--- config.mk ---
export PLATFORM = sky130hd
export DESIGN_NAME = instr_sequencer
export DESIGN_NICKNAME = d
export VERILOG_FILES = /design/src/rtl/instr_seq_pkg.sv /design/src/rtl/instr_sequencer_fetch_timer.sv /design/src/rtl/instr_sequencer.sv
export SDC_FILE = /design/constraint.sdc
export NUM_CORES = 1
export LEC_CHECK = 0
export CORE_MARGIN = 2
export CORE_UTILIZATION = 53
export CTS_BUF_LIST = sky130_fd_sc_hd__clkbuf_4 sky130_fd_sc_hd__clkbuf_8
export CTS_CLUSTER_DIAMETER = 200
export CTS_CLUSTER_SIZE = 30
export DETAILED_ROUTE_END_ITERATION = 12
export GPL_ROUTABILITY_DRIVEN = 1
export PLACE_DENSITY_LB_ADDON = 0.3
export SYNTH_ARGS = -nofsm -noshare
export SYNTH_HDL_FRONTEND = slang
export SYNTH_SLANG_ARGS = --single-unit
export TNS_END_PERCENT = 20
--- constraint.sdc ---
create_clock -name clk -period 4 [get_ports clk]
set_clock_uncertainty 0.05 [all_clocks]
set_input_delay 0.4 -clock clk [delete_from_list [all_inputs] [get_ports clk]]
set_output_delay 0.4 -clock clk [all_outputs]
set_load 0.01 [all_outputs]
--- src/rtl/instr_seq_pkg.sv ---
// Shared types and opcode constants for the instruction sequencer.
package instr_seq_pkg;

  typedef enum logic [2:0] {
    ST_IDLE   = 3'd0,
    ST_FETCH  = 3'd1,
    ST_DECODE = 3'd2,
    ST_EXEC   = 3'd3,
    ST_HALT   = 3'd4
  } state_e;

  // Opcode map of the mini CPU
  localparam logic [3:0] OP_CLR       = 4'h0;
  localparam logic [3:0] OP_LD1       = 4'h1;
  localparam logic [3:0] OP_LD2A      = 4'h2;
  localparam logic [3:0] OP_LD2B      = 4'h3;
  localparam logic [3:0] OP_ALU_FIRST = 4'h4;
  localparam logic [3:0] OP_ALU_LAST  = 4'h9;
  localparam logic [3:0] OP_HALT      = 4'hF;

  // Encoding that makes the decoder drive every enable low
  localparam logic [3:0] OP_NOP = 4'hF;

  // Unassigned opcodes; they execute as NOP and raise the illegal flag
  localparam logic [3:0] OP_ILL_LO = 4'hA;
  localparam logic [3:0] OP_ILL_HI = 4'hE;

  function automatic logic op_is_illegal(input logic [3:0] op);
    return (op >= OP_ILL_LO) && (op <= OP_ILL_HI);
  endfunction

  // Opcodes that are passed through to the decoder
  function automatic logic op_is_exec(input logic [3:0] op);
    return op <= OP_ALU_LAST;
  endfunction

endpackage

--- src/rtl/instr_sequencer_fetch_timer.sv ---
// Counts FETCH cycles spent waiting for rom_ack; flags the last allowed cycle.
module instr_sequencer_fetch_timer #(
  parameter int TIMEOUT = 15
) (
  input  logic clk,
  input  logic rst_n,
  input  logic clr,
  input  logic en,
  output logic expired
);

  localparam logic [7:0] LAST = 8'(TIMEOUT - 1);

  logic [7:0] cnt_q, cnt_d;

  // Next count: clear wins, otherwise count up and saturate at the last cycle
  always_comb begin
    cnt_d = cnt_q;
    if (clr) begin
      cnt_d = '0;
    end else if (en && (cnt_q != LAST)) begin
      cnt_d = cnt_q + 8'd1;
    end
  end

  // Counter register
  always_ff @(posedge clk or negedge rst_n) begin
    if (!rst_n) begin
      cnt_q <= '0;
    end else begin
      cnt_q <= cnt_d;
    end
  end

  // High during the TIMEOUT-th waiting cycle
  assign expired = en && (cnt_q == LAST);

endmodule

--- src/rtl/instr_sequencer.sv ---
// Fetch/decode/execute controller: owns the PC, fetches 12-bit words from ROM
// over req/ack, presents opcode/imm and strobes exec_en for one cycle.
module instr_sequencer
  import instr_seq_pkg::*;
#(
  parameter int PC_W    = 8,
  parameter int TIMEOUT = 15
) (
  input  logic            clk,
  input  logic            rst_n,
  input  logic            run,
  input  logic            step,
  input  logic            resume,
  output logic            rom_req,
  output logic [PC_W-1:0] rom_addr,
  input  logic            rom_ack,
  input  logic [11:0]     rom_data,
  output logic [3:0]      opcode,
  output logic [7:0]      imm,
  output logic            exec_en,
  output logic [PC_W-1:0] pc,
  output logic            halted,
  output logic            illegal,
  output logic            fetch_err
);

  state_e          state_q, state_d;
  logic [PC_W-1:0] pc_q, pc_d;
  logic            rom_req_q, rom_req_d;
  logic [3:0]      opcode_q, opcode_d;
  logic [3:0]      ir_op_q, ir_op_d;
  logic [7:0]      imm_q, imm_d;
  logic            exec_en_q, exec_en_d;
  logic            halted_q, halted_d;
  logic            illegal_q, illegal_d;
  logic            fetch_err_q, fetch_err_d;

  logic tmr_en, tmr_clr, tmr_expired;

  // The timer only runs in FETCH and restarts on every fetch or ack
  assign tmr_en  = (state_q == ST_FETCH);
  assign tmr_clr = !tmr_en || rom_ack;

  instr_sequencer_fetch_timer #(
    .TIMEOUT(TIMEOUT)
  ) u_fetch_timer (
    .clk    (clk),
    .rst_n  (rst_n),
    .clr    (tmr_clr),
    .en     (tmr_en),
    .expired(tmr_expired)
  );

  // Next-state and next-output logic; outputs are set one cycle ahead so the
  // registered values line up with the state they belong to
  always_comb begin
    state_d     = state_q;
    pc_d        = pc_q;
    rom_req_d   = rom_req_q;
    opcode_d    = opcode_q;
    ir_op_d     = ir_op_q;
    imm_d       = imm_q;
    exec_en_d   = 1'b0;
    halted_d    = halted_q;
    illegal_d   = illegal_q;
    fetch_err_d = fetch_err_q;
    unique case (state_q)
      ST_IDLE: begin
        if (run || step) begin
          state_d   = ST_FETCH;
          rom_req_d = 1'b1;
        end
      end
      ST_FETCH: begin
        if (rom_ack) begin
          // Opcode and imm are presented during DECODE so the decoder settles
          ir_op_d   = rom_data[11:8];
          imm_d     = rom_data[7:0];
          opcode_d  = op_is_exec(rom_data[11:8]) ? rom_data[11:8] : OP_NOP;
          rom_req_d = 1'b0;
          state_d   = ST_DECODE;
        end else if (tmr_expired) begin
          rom_req_d   = 1'b0;
          fetch_err_d = 1'b1;
          halted_d    = 1'b1;
          state_d     = ST_HALT;
        end
      end
      ST_DECODE: begin
        if (ir_op_q == OP_HALT) begin
          halted_d = 1'b1;
          state_d  = ST_HALT;
        end else begin
          if (op_is_illegal(ir_op_q)) begin
            illegal_d = 1'b1;
          end
          exec_en_d = 1'b1;
          state_d   = ST_EXEC;
        end
      end
      ST_EXEC: begin
        pc_d     = pc_q + PC_W'(1);
        opcode_d = OP_NOP;
        if (run) begin
          state_d   = ST_FETCH;
          rom_req_d = 1'b1;
        end else begin
          state_d = ST_IDLE;
        end
      end
      ST_HALT: begin
        // resume has priority; step and run are ignored here
        if (resume) begin
          pc_d     = pc_q + PC_W'(1);
          halted_d = 1'b0;
          state_d  = ST_IDLE;
        end
      end
      default: begin
        state_d = ST_IDLE;
      end
    endcase
  end

  // Sequencer state and registered outputs
  always_ff @(posedge clk or negedge rst_n) begin
    if (!rst_n) begin
      state_q     <= ST_IDLE;
      pc_q        <= '0;
      rom_req_q   <= 1'b0;
      opcode_q    <= OP_NOP;
      ir_op_q     <= OP_NOP;
      imm_q       <= '0;
      exec_en_q   <= 1'b0;
      halted_q    <= 1'b0;
      illegal_q   <= 1'b0;
      fetch_err_q <= 1'b0;
    end else begin
      state_q     <= state_d;
      pc_q        <= pc_d;
      rom_req_q   <= rom_req_d;
      opcode_q    <= opcode_d;
      ir_op_q     <= ir_op_d;
      imm_q       <= imm_d;
      exec_en_q   <= exec_en_d;
      halted_q    <= halted_d;
      illegal_q   <= illegal_d;
      fetch_err_q <= fetch_err_d;
    end
  end

  assign rom_req   = rom_req_q;
  assign rom_addr  = pc_q;
  assign pc        = pc_q;
  assign opcode    = opcode_q;
  assign imm       = imm_q;
  assign exec_en   = exec_en_q;
  assign halted    = halted_q;
  assign illegal   = illegal_q;
  assign fetch_err = fetch_err_q;

endmodule
[Yosys cells after proc, flatten, opt, wreduce, memory -nomap -nowiden]
Index checks and enable logic that the tools add are counted.
Word-level totals
  flip-flop bits (word level): 40
  latch bits: 0
  RAM bits: 0
  ROM bits: 0
  input bits: 18
  output and inout bits: 33
  memories kept: 0
Cells by class
  $add $sub $neg: 2
  multipliers: 0
  divide/modulo/power cells: 0
  order comparisons: 3
  equality and inequality tests: 15
  shift operators: 0
  muxes and demuxes: 26
  bitwise logic cells: 2
  reductions and logical operators: 20
Operators with widths (count)
  2-to-1 mux 8 bit: 3
  adder 8 x 1 -> 8 bit (second input constant): 2
  one-hot mux 8 bit (2 select lines): 1
  2-to-1 mux 3 bit: 5
  one-hot mux 3 bit (5 select lines): 1
  != test 2 bit (second input constant): 6
  2-to-1 mux 1 bit: 11
  AND reduction 3 bit: 3
  == test 8 x 4 -> 1 bit (second input constant): 1
  less-or-equal comparator 4 bit (second input constant): 2
  2-to-1 mux 4 bit: 2
  != test 8 x 4 -> 1 bit (second input constant): 1
  one-hot mux 4 bit (2 select lines): 1
  == test 3 x 2 -> 1 bit (second input constant): 2
  one-hot mux 1 bit (3 select lines): 2
  AND reduction 2 bit: 3
  nonzero test 2 bit: 3
  nonzero test 3 bit: 2
  AND reduction 5 bit: 1
  == test 4 bit (second input constant): 1
  >= comparator 4 bit (second input constant): 1
  AND reduction 4 bit: 1
  == test 3 x 1 -> 1 bit (second input constant): 1
  == test 3 bit (second input constant): 1
  7 further kinds: 11

[Depth between registers and ports, before layout]
Gate-level depths: netlist of run 1.
  word-level depth: 5
  depth in mapped cells: 6
  mapped depth without buffers: 6

[Modules after synthesis]
A second synthesis of run 1 with hierarchy kept.
Unflattened totals
  cells, all modules: 175
  area, all modules: 2034.5 um^2
Modules (own cells, without submodules)
  instr_sequencer: times used 1, cells each 126, area each 1566.5 um^2, seq. area each 810.8 um^2
  instr_sequencer_fetch_timer: times used 1, cells each 49, area each 467.9 um^2, seq. area each 200.2 um^2

[Least setup slack after synthesis of run 1]
Ideal clock, no wire load.
  path type: register -> register
  start point: reg u_fetch_timer.cnt_q[0]
  end point: reg rom_req_q (netlist: rom_req)
  arrival: 1.553 ns
  required time: 3.831 ns
  setup slack: 2.278 ns
  stages on the path, launching flop included: 7
  clock period less this slack: 1.722 ns
  cell sequence: dfrtp_1 inv_1 ha_1 or4b_4 nor3_4 o21ai_0 o21a_1
On the way
  cells in the longest elaborated chain, start to end: 4
Ends and longest elaborated chain
  start, declared: RTL line instr_sequencer_fetch_timer.sv:14  | logic [7:0] cnt_q, cnt_d;
  start signal, assigned: RTL line instr_sequencer_fetch_timer.sv:31  | cnt_q <= cnt_d;
  == test 8 x 4 -> 1 bit: RTL line instr_sequencer_fetch_timer.sv:36  | assign expired = en && (cnt_q == LAST);
  logical AND 1 bit: RTL line instr_sequencer_fetch_timer.sv:36
  != test 3 x 2 -> 1 bit (no source line)
  AND reduction 4 bit (no source line)
  end signal, assigned: RTL line instr_sequencer.sv:141  | rom_req_q <= rom_req_d;
  end, declared: RTL line instr_sequencer.sv:29  | logic rom_req_q, rom_req_d;
No other way between the ends.
A chain may end at the register's enable or synchronous reset.

[Worst setup path in the final report of run 1]
Same ends and word-level chain as after synthesis.

==> flow_summary.toml, run 1 <==
[power]
worst_ir_drop_vdd_v = 0.0004147
p_per_area_mw_per_mm2 = 654.0
post_route_total_power_mw = 1.561
p_leak_nw = 0.9833

[drt]
route.antenna.remaining_nets = 0
route.detailed.vias_per_inst = 5.482
drtIter0Drc = 59
route.vias.total = 1398
firstDrtPassIters = 4
avgRoutedWirePerCell_um = 14.41
post-route-drc-count = 0
total_wire_length_after_detailed_routing_um = 3675

[clock_tree]
post_cts.repair.setup_buffers = 0
worst_setup_hold_path_clk_slew_ns = 0.12
number_of_clock_sinks = 40
cts-htree-levels = 2
cts_inserted_buffers = 5
clock_path_buffers = 2
ctsResizeCount = 0
clk_latency_ns = 0.34
post_cts_hold_fix_bufs = 0
tritoncts = "done"
clock_tree.root_cell = "clkbuf_4"

[critical_path]
worst_setup_path_start_kind = "flip-flop"
critical_path.endpoint_type = "flip-flop"
worstSetupPathType = "reg2reg"
crit_path_arrival_time_ns = 2.07
critical_path_peak_fanout = 7
worstPathRequired_ns = 4.19

[sta]
rsz0062_at_grt = "no"
clock.fmax_mhz = 533.3
timing.final.max_slew_violations = 0
fin_crit_period_ns = 1.875
max_slew.worst_pin.slew_ns = 0.8477
worst_hold_slack_ns = 0.1078
totalNegativeSetupSlack_ns = 0
fin_crit_sh_pct = 46.88
report.final.setup_viol = 0
hold_viol_final = 0
worst_slew_margin_rel_pct = 43.49

[floorplan]
dieWidth_um = 63.03
coreArea_mm2 = 0.003337
placementRows = 21
initial_core_util_pct = 55.34
die_h_um = 63.03
fp.dieArea_mm2 = 0.003973
ioPinCount = 51

[placement]
gp_congestion = 0.7373
placement.io_buffers = 50
detailedPlacementHpwl_um = 2751

[cells_and_area]
proportion_of_layout_cells_with_a_drive_suffix_above_1_pct = 17.70
layout_commonest_cell = "clkdlybuf4s50_1"
flip_flop_and_latch_area_mm2 = 0.001011
final_nets = 229
multiInputGateArea_um2 = 752.0
area_growth_pct = 29.20
antenna_cells = 0
commonest_cells_after_routing_fill_and_taps_aside = "49 x clkdlybuf4s50_1, 32 x dfrtp_1, 19 x nand2_1, 12 x mux2_2, 11 x a21oi_1"
fillerInstances = 249

[logic_synthesis]
synth_area_per_cell_um2 = 11.26
yosysWarningCount = 0
async_reset_ff_share_pct = 100.0
syn_nets = 185
synth_seq_cells = 40
yosysSeqAreaShare_pct = 54.74
netlist_instances = 164
mappedNetlistArea_mm2 = 0.001847
synth_cell_types = 40
ys_dominant_reg_cell = "dfrtp_1"
synth-edff-count = 0

[grt]
initial_antenna_violation_count = 0
grt_overflow_total = 0
global_route.usage.total_pct = 20.61
grt_pass1_vias = 1418
grt_first_pass_wirelength_um = 6299
grt_start_max_net_pins = 41

[worst_hold_path]
hold_class = "in2async"

[run]
max_cap_violations = 0

[outcome]
status = "finished, final reports clean"
## area by class of cell
cell class,count,share of cell area (%)
tap,46,2.412
sequential,40,42.37
clock buffer,8,2.779
inverter,1,0.1573
timing repair buffer,50,20.77
multi-input combinational,110,31.52
## critical path: stages, from the launching register on
cell and delay (ns):
dfrtp_1 0.43, inv_1 0.10, ha_1 0.15, or4b_4 0.49, nor3_4 0.31, o21ai_0 0.12, o21a_1 0.13
## final timing paths
kind | start | to | slack, ns | depth (start not counted)
worst min-delay path | rst_n | u_fetch_timer.cnt_q[2] | 0.11 | 1
worst max register to register | u_fetch_timer.cnt_q[0] | rom_req | 2.12 | 6
worst max-delay path | u_fetch_timer.cnt_q[0] | rom_req | 2.12 | 6
worst min register to register | fetch_err | fetch_err | 0.41 | 1
min in group clk | fetch_err | fetch_err | 0.41 | 1
max in group asynchronous | rst_n | imm[7] | 3.26 | 1
## power by group
part	leakage, nW	internal [mW]	switching (mW)
sequential	0.493	0.572	0.124
clock	0.0394	0.100	0.119
combinational	0.451	0.381	0.264
total	0.983	1.05	0.508
## cell usage after synthesis, drive strengths merged, types with 2 or more instances
library cell	count	area [um^2]
a31oi	2	12.51
nor3b	2	20.02
nand3	4	20.02
dfrtp	32	800.8
nand2	20	77.58
o21a	2	15.01
or3	2	13.77
nand2b	2	12.51
o21ai	7	35.03
xnor2	5	43.79
mux2	12	135.1
ha	3	37.54
a21oi	11	55.05
nor3	6	41.29
o211ai	3	22.52
xor2	4	35.03
clkbuf	4	15.01
nor2	7	28.78
nand4	3	18.77
nand3b	3	22.52
dfstp	8	210.2
buf	9	65.06
nor4bb	2	20.02
## state kept, by name, indices dropped and copies added, names as in the netlist
name                 count
illegal                  1
opcode                   4
pc                       8
ir_op_q                  4
state_q                  3
halted                   1
imm                      8
fetch_err                1
exec_en                  1
rom_req                  1
u_fetch_timer.cnt_q      8
## routing by layer
layer,vias to the layer above,track usage (%),part of all wire [%]
met5,-,0,0
met4,0,9.444,2.0
met3,8,7.928,4.8
met2,44,33.24,52
met1,687,24.23,41
li1,659,-,-
## cells by family after synthesis
logic type | synth area share, %
multiplexers | 7.317
adder cells (fa/ha/maj) | 2.033
buffers and inverters | 4.539
flip-flops | 54.74
AO/OA/AOI/OAI | 8.875
AND/OR/NAND/NOR | 18.23
XOR/XNOR | 4.268
## metrics by stage
stage          instances  cell area [um^2]  setup WS [ns]  util [%]
2_1_floorplan        164              1847          2.278         -
3_3_place_gp         247              2320          2.163     69.52
3_5_place_dp         247              2320          2.055     69.52
4_1_cts              255              2386          2.113     71.50
5_1_grt              255              2386          2.005     71.50
6_report             255              2386          2.125     71.50
Note: power is estimated with default switching activity, not from simulation.
==> run 2: changes to the inputs <==
Settings changed: CORE_UTILIZATION 53 to 49.
Clock period 4 ns to 1.9 ns, I/O delays scaled along.
==> run 2 against run 1 <==
Net effect:
- critical endpoint is now u_fetch_timer.cnt_q[0]
- critical path type unchanged
- die area is 7.6% higher
- highest routed layer unchanged
- wire length is 2.3% higher
- flip-flop and latch count stayed put
- critical path depth is 1 higher
- fmax is 4.1% higher
- clock power grew to 2.7 times the previous value
- sequential power is 110% higher
- final area is 3.7% higher
==> flow_summary.toml, run 2 (synthesis results as in run 1) <==
[outcome]
status = "finished, final reports clean"

[critical_path]
critical_path_peak_fanout = 7
critPathSlowestCell = "or4b_4"
worstSetupPathType = "reg2reg"
crit_family = "simple AND/OR/NAND/NOR gates"
worstPathRequired_ns = 2.03
worstPathBufferInverterCount = 2
crit_chain = "inv_1, ha_1, or4b_4, nor3_4, buf_4, xnor2_1, nor2_2"
critical_path.endpoint_type = "flip-flop"
crit_path_max_incr_delay_ns = 0.49
worst_setup_path_start_kind = "flip-flop"
crit_path_arrival_time_ns = 1.93

[power]
p_per_area_mw_per_mm2 = 1402
clockPowerShare_pct = 17.4
swShare_pct = 31.92
p_leak_nw = 1.026
power_frac_comb_pct = 40.3
netSwitchingPower_mw = 1.107
seqPwrFrac_pct = 42.3
worst_ir_drop_vdd_v = 0.0009997
cell_internal_pwr_mw = 2.362

[cells_and_area]
area_growth_pct = 34.01
final_nets = 234
finish.cell_count_without_fillers = 262
proportion_of_layout_cells_with_a_drive_suffix_above_1_pct = 19.16
layout_commonest_cell = "clkdlybuf4s50_1"
commonest_cells_after_routing_fill_and_taps_aside = "49 x clkdlybuf4s50_1, 32 x dfrtp_1, 19 x nand2_1, 12 x mux2_2, 11 x a21oi_1"
antenna_cells = 0

[sta]
hold_viol_final = 0
report.final.setup_viol = 0
clock.fmax_mhz = 555.2
totalNegativeSetupSlack_ns = 0
timing.final.max_slew_violations = 0
rsz0062_at_grt = "no"
fin_crit_period_ns = 1.801
worst_slew_margin_rel_pct = 66.56
fin_crit_sh_pct = 94.80
max_slew.worst_pin.slew_ns = 0.5015
worst_hold_slack_ns = 0.3405

[drt]
post-route-drc-count = 0
firstDrtPassIters = 4
route.detailed.vias_per_inst = 5.385
route.antenna.remaining_nets = 0
drtIter0Drc = 64
total_wire_length_after_detailed_routing_um = 3759
route.vias.total = 1411
avgRoutedWirePerCell_um = 14.35

[placement]
dp_cells = 252
placement.io_buffers = 50
gp_congestion = 0.8430
detailedPlacementHpwl_um = 2816

[grt]
global_route.usage.total_pct = 19.35
initial_antenna_violation_count = 0
grt_first_pass_wirelength_um = 6210
grt_start_max_net_pins = 22
grt_pass1_vias = 1353
grt_overflow_total = 0

[clock_tree]
worst_setup_hold_path_clk_slew_ns = 0.07
clock_path_buffers = 2
clk_latency_ns = 0.29
tritoncts = "done"
cts-htree-levels = 2
cts_inserted_buffers = 5
number_of_clock_sinks = 40
clock_tree.root_cell = "clkbuf_8"

[floorplan]
initial_core_util_pct = 50.83
coreArea_mm2 = 0.003633
fp.dieArea_mm2 = 0.004276
placementRows = 22
die_h_um = 65.39
ioPinCount = 51
dieWidth_um = 65.39

[run]
max_cap_violations = 0

[worst_hold_path]
hold_class = "in2async"
==> run 2: area by class of cell <==
cell class | instances | area [um^2]
Fill cell | 311 | 1159
Multi-Input combinational cell | 110 | 754.5
Tap cell | 48 | 60.06
Sequential cell | 40 | 1011
Timing Repair Buffer | 55 | 548.0
Inverter | 1 | 3.754
Clock buffer | 8 | 97.59
==> run 2: power by group through the flow <==
stage               clock network, mW  logic [mW]  registers, mW
global route                    0.661        1.52           1.52
finish                          0.604        1.40           1.47
CTS                             0.615        1.41           1.47
global placement                    0        1.36           1.46
floorplan                           0       0.687           1.51
detailed placement                  0        1.40           1.47
==> run 2: what timing repair did <==
item / CTS / global route
endpoints found under the hold margin: 20 / 0
buffers inserted: 0 / 1
endpoints found under the setup margin: 0 / 6
hold buffers: 1 / 0
resized for setup: 0 / 2
==> run 2: layer usage <==
| metal | vias up | track usage (%) | part of all wire [%] |
|---|---|---|---|
| li1 | 667 | - | - |
| met3 | 9 | 5.993 | 5.6 |
| met4 | 0 | 6.771 | 2.0 |
| met1 | 692 | 24.69 | 40 |
| met5 | - | 0 | 0 |
| met2 | 43 | 31.25 | 52 |
==> run 2: path summary, 6_finish.rpt <==
kind                                   startpoint                      to  slack, ns  cells after the start
hold reg to reg                         fetch_err               fetch_err       0.42                      1
max in group asynchronous                   rst_n              ir_op_q[3]       0.90                      3
hold / removal                              rst_n                   pc[5]       0.34                      2
min in group clk                        fetch_err               fetch_err       0.42                      1
setup reg to reg           u_fetch_timer.cnt_q[0]  u_fetch_timer.cnt_q[0]        0.1                      7
setup / recovery           u_fetch_timer.cnt_q[0]  u_fetch_timer.cnt_q[0]        0.1                      7
==> run 2: worst reg2reg max path, cell delays in order (launching register included) <==
cell and delay (ns):
dfrtp_1 0.41, inv_1 0.10, ha_1 0.15, or4b_4 0.49
nor3_4 0.12, buf_4 0.17, xnor2_1 0.14, nor2_2 0.04
==> run 2: through the flow <==
step	instance area, um^2	util (%)	power (mW)	worst slack, ns
floorplan	1847	-	2.193	0.1780
global placement	2357	64.88	2.826	0.1198
detailed placement	2357	64.88	2.876	0.02052
CTS	2465	67.84	3.492	0.008411
global route	2475	68.11	3.694	0.006205
finish	2475	68.11	3.469	0.09889
==> run 3: changes to the inputs <==
Settings changed: MAX_ROUTING_LAYER set to met4.
==> run 3 against run 2 <==
Net effect:
- register-to-register slack about the same
- wire length about the same
- non-clock buffer count unchanged
- first-iteration DRC count unchanged
- setup slack unchanged
- cell count unchanged
==> flow_summary.toml, run 3 (synthesis results as in run 1) <==
[cells_and_area]
finish.cell_count_without_fillers = 262
proportion_of_layout_cells_with_a_drive_suffix_above_1_pct = 19.16
final_nets = 234
antenna_cells = 0
area_growth_pct = 34.01
commonest_cells_after_routing_fill_and_taps_aside = "49 x clkdlybuf4s50_1, 32 x dfrtp_1, 19 x nand2_1, 12 x mux2_2, 11 x a21oi_1"
layout_commonest_cell = "clkdlybuf4s50_1"
utilization_pct = 68.11

[grt]
grt_pass1_vias = 1358
global_route.usage.total_pct = 19.84
grt_first_pass_wirelength_um = 6196
grt_overflow_total = 0
initial_antenna_violation_count = 0
grt_start_max_net_pins = 22

[placement]
detailedPlacementHpwl_um = 2816
gp_congestion = 0.8562
placement.io_buffers = 50
dp_cells = 252

[critical_path]
critical_path.reg2reg.startpoint = "u_fetch_timer.cnt_q[0]"
r2r_end = "u_fetch_timer.cnt_q[0]"
critical_path_peak_fanout = 7
critical_path.startpoint = "u_fetch_timer.cnt_q[0]"
worst_setup_path_start_kind = "flip-flop"
crit_path_arrival_time_ns = 1.93
reg2reg_depth = 7
worstSetupPathType = "reg2reg"
reg2reg_setup_slack_ns = 0.1
worstPathRequired_ns = 2.03
critical_path.endpoint_type = "flip-flop"

[floorplan]
dieWidth_um = 65.39
placementRows = 22
fp.dieArea_mm2 = 0.004276
ioPinCount = 51
die_h_um = 65.39
initial_core_util_pct = 50.83
coreArea_mm2 = 0.003633

[clock_tree]
tritoncts = "done"
clk_latency_ns = 0.29
cts-htree-levels = 2
cts_inserted_buffers = 5
number_of_clock_sinks = 40
clock_path_buffers = 2
worst_setup_hold_path_clk_slew_ns = 0.07
clock_tree.root_cell = "clkbuf_8"

[power]
post_route_total_power_mw = 3.468
p_per_area_mw_per_mm2 = 1401
worst_ir_drop_vdd_v = 0.0009983
p_leak_nw = 1.026

[sta]
timing.final.max_slew_violations = 0
fin_crit_period_ns = 1.801
totalNegativeSetupSlack_ns = 0
clock.fmax_mhz = 555.2
report.final.setup_viol = 0
hold_viol_final = 0
worst_slew_margin_rel_pct = 66.56
fin_crit_sh_pct = 94.80
rsz0062_at_grt = "no"
max_slew.worst_pin.slew_ns = 0.5015

[drt]
total_wire_length_after_detailed_routing_um = 3756
route.antenna.remaining_nets = 0
route.vias.total = 1413
route.detailed.vias_per_inst = 5.393
post-route-drc-count = 0
firstDrtPassIters = 4
avgRoutedWirePerCell_um = 14.34
drtIter0Drc = 64

[run]
max_cap_violations = 0

[outcome]
status = "finished, final reports clean"

[worst_hold_path]
hold_class = "in2async"
run 3: cell counts in the layout (fill, tap and decap cells not counted):
Identical to the previous run, type by type.
run 3: through the flow:
| stage | hold slack [ns] | cell area (um^2) | setup WS (ns) |
|---|---|---|---|
| after global routing | 0.3751 | 2475 | 0.006205 |
| final | 0.3405 | 2475 | 0.09889 |
| after detailed placement | 0.1354 | 2357 | 0.02052 |
| after CTS | 0.3568 | 2465 | 0.008411 |
| after floorplan | -0.1556 | 1847 | 0.1780 |
| after global placement | 0.1225 | 2357 | 0.1198 |
run 3: critical path: stages, from the launching register on:
cell,delay [ns]
dfrtp_1,0.41
inv_1,0.10
ha_1,0.15
or4b_4,0.49
nor3_4,0.12
buf_4,0.17
xnor2_1,0.14
nor2_2,0.04
run 3: area by class of cell:
class	count	area, um^2
Inverter	1	3.754
Multi-Input combinational cell	110	754.5
Tap cell	48	60.06
Clock buffer	8	97.59
Sequential cell	40	1011
Fill cell	311	1159
Timing Repair Buffer	55	548.0
run 3: report_power, final:
group | total (mW) | internal [mW] | switching, mW
sequential | 1.47 | 1.21 | 0.262
clock | 0.603 | 0.325 | 0.279
combinational | 1.40 | 0.831 | 0.565
total | 3.47 | 2.36 | 1.11
run 3: worst max path at each step:
stage,to,slack [ns],depth (start not counted)
2_1_floorplan,rom_req,0.18,6
3_3_place_gp,u_fetch_timer.cnt_q[1],0.12,6
3_5_place_dp,u_fetch_timer.cnt_q[1],0.02,6
4_1_cts,u_fetch_timer.cnt_q[1],0.008,6
5_1_grt,u_fetch_timer.cnt_q[0],0.006,7
6_report,u_fetch_timer.cnt_q[0],0.1,7
run 3: timing repair:
item                                    CTS  global route
setup buffers                             0             1
resized for setup                         0             2
endpoints found under the setup margin    0             6
hold buffers                              1             0
endpoints found under the hold margin    20             0
run 3: routing by layer:
layer	vias to the layer above	share of wire [%]	track usage (%)
li1	667	-	-
met2	43	52	31.38
met1	694	41	24.57
met4	0	2.1	6.771
met3	9	5.3	5.822
met5	-	0	-
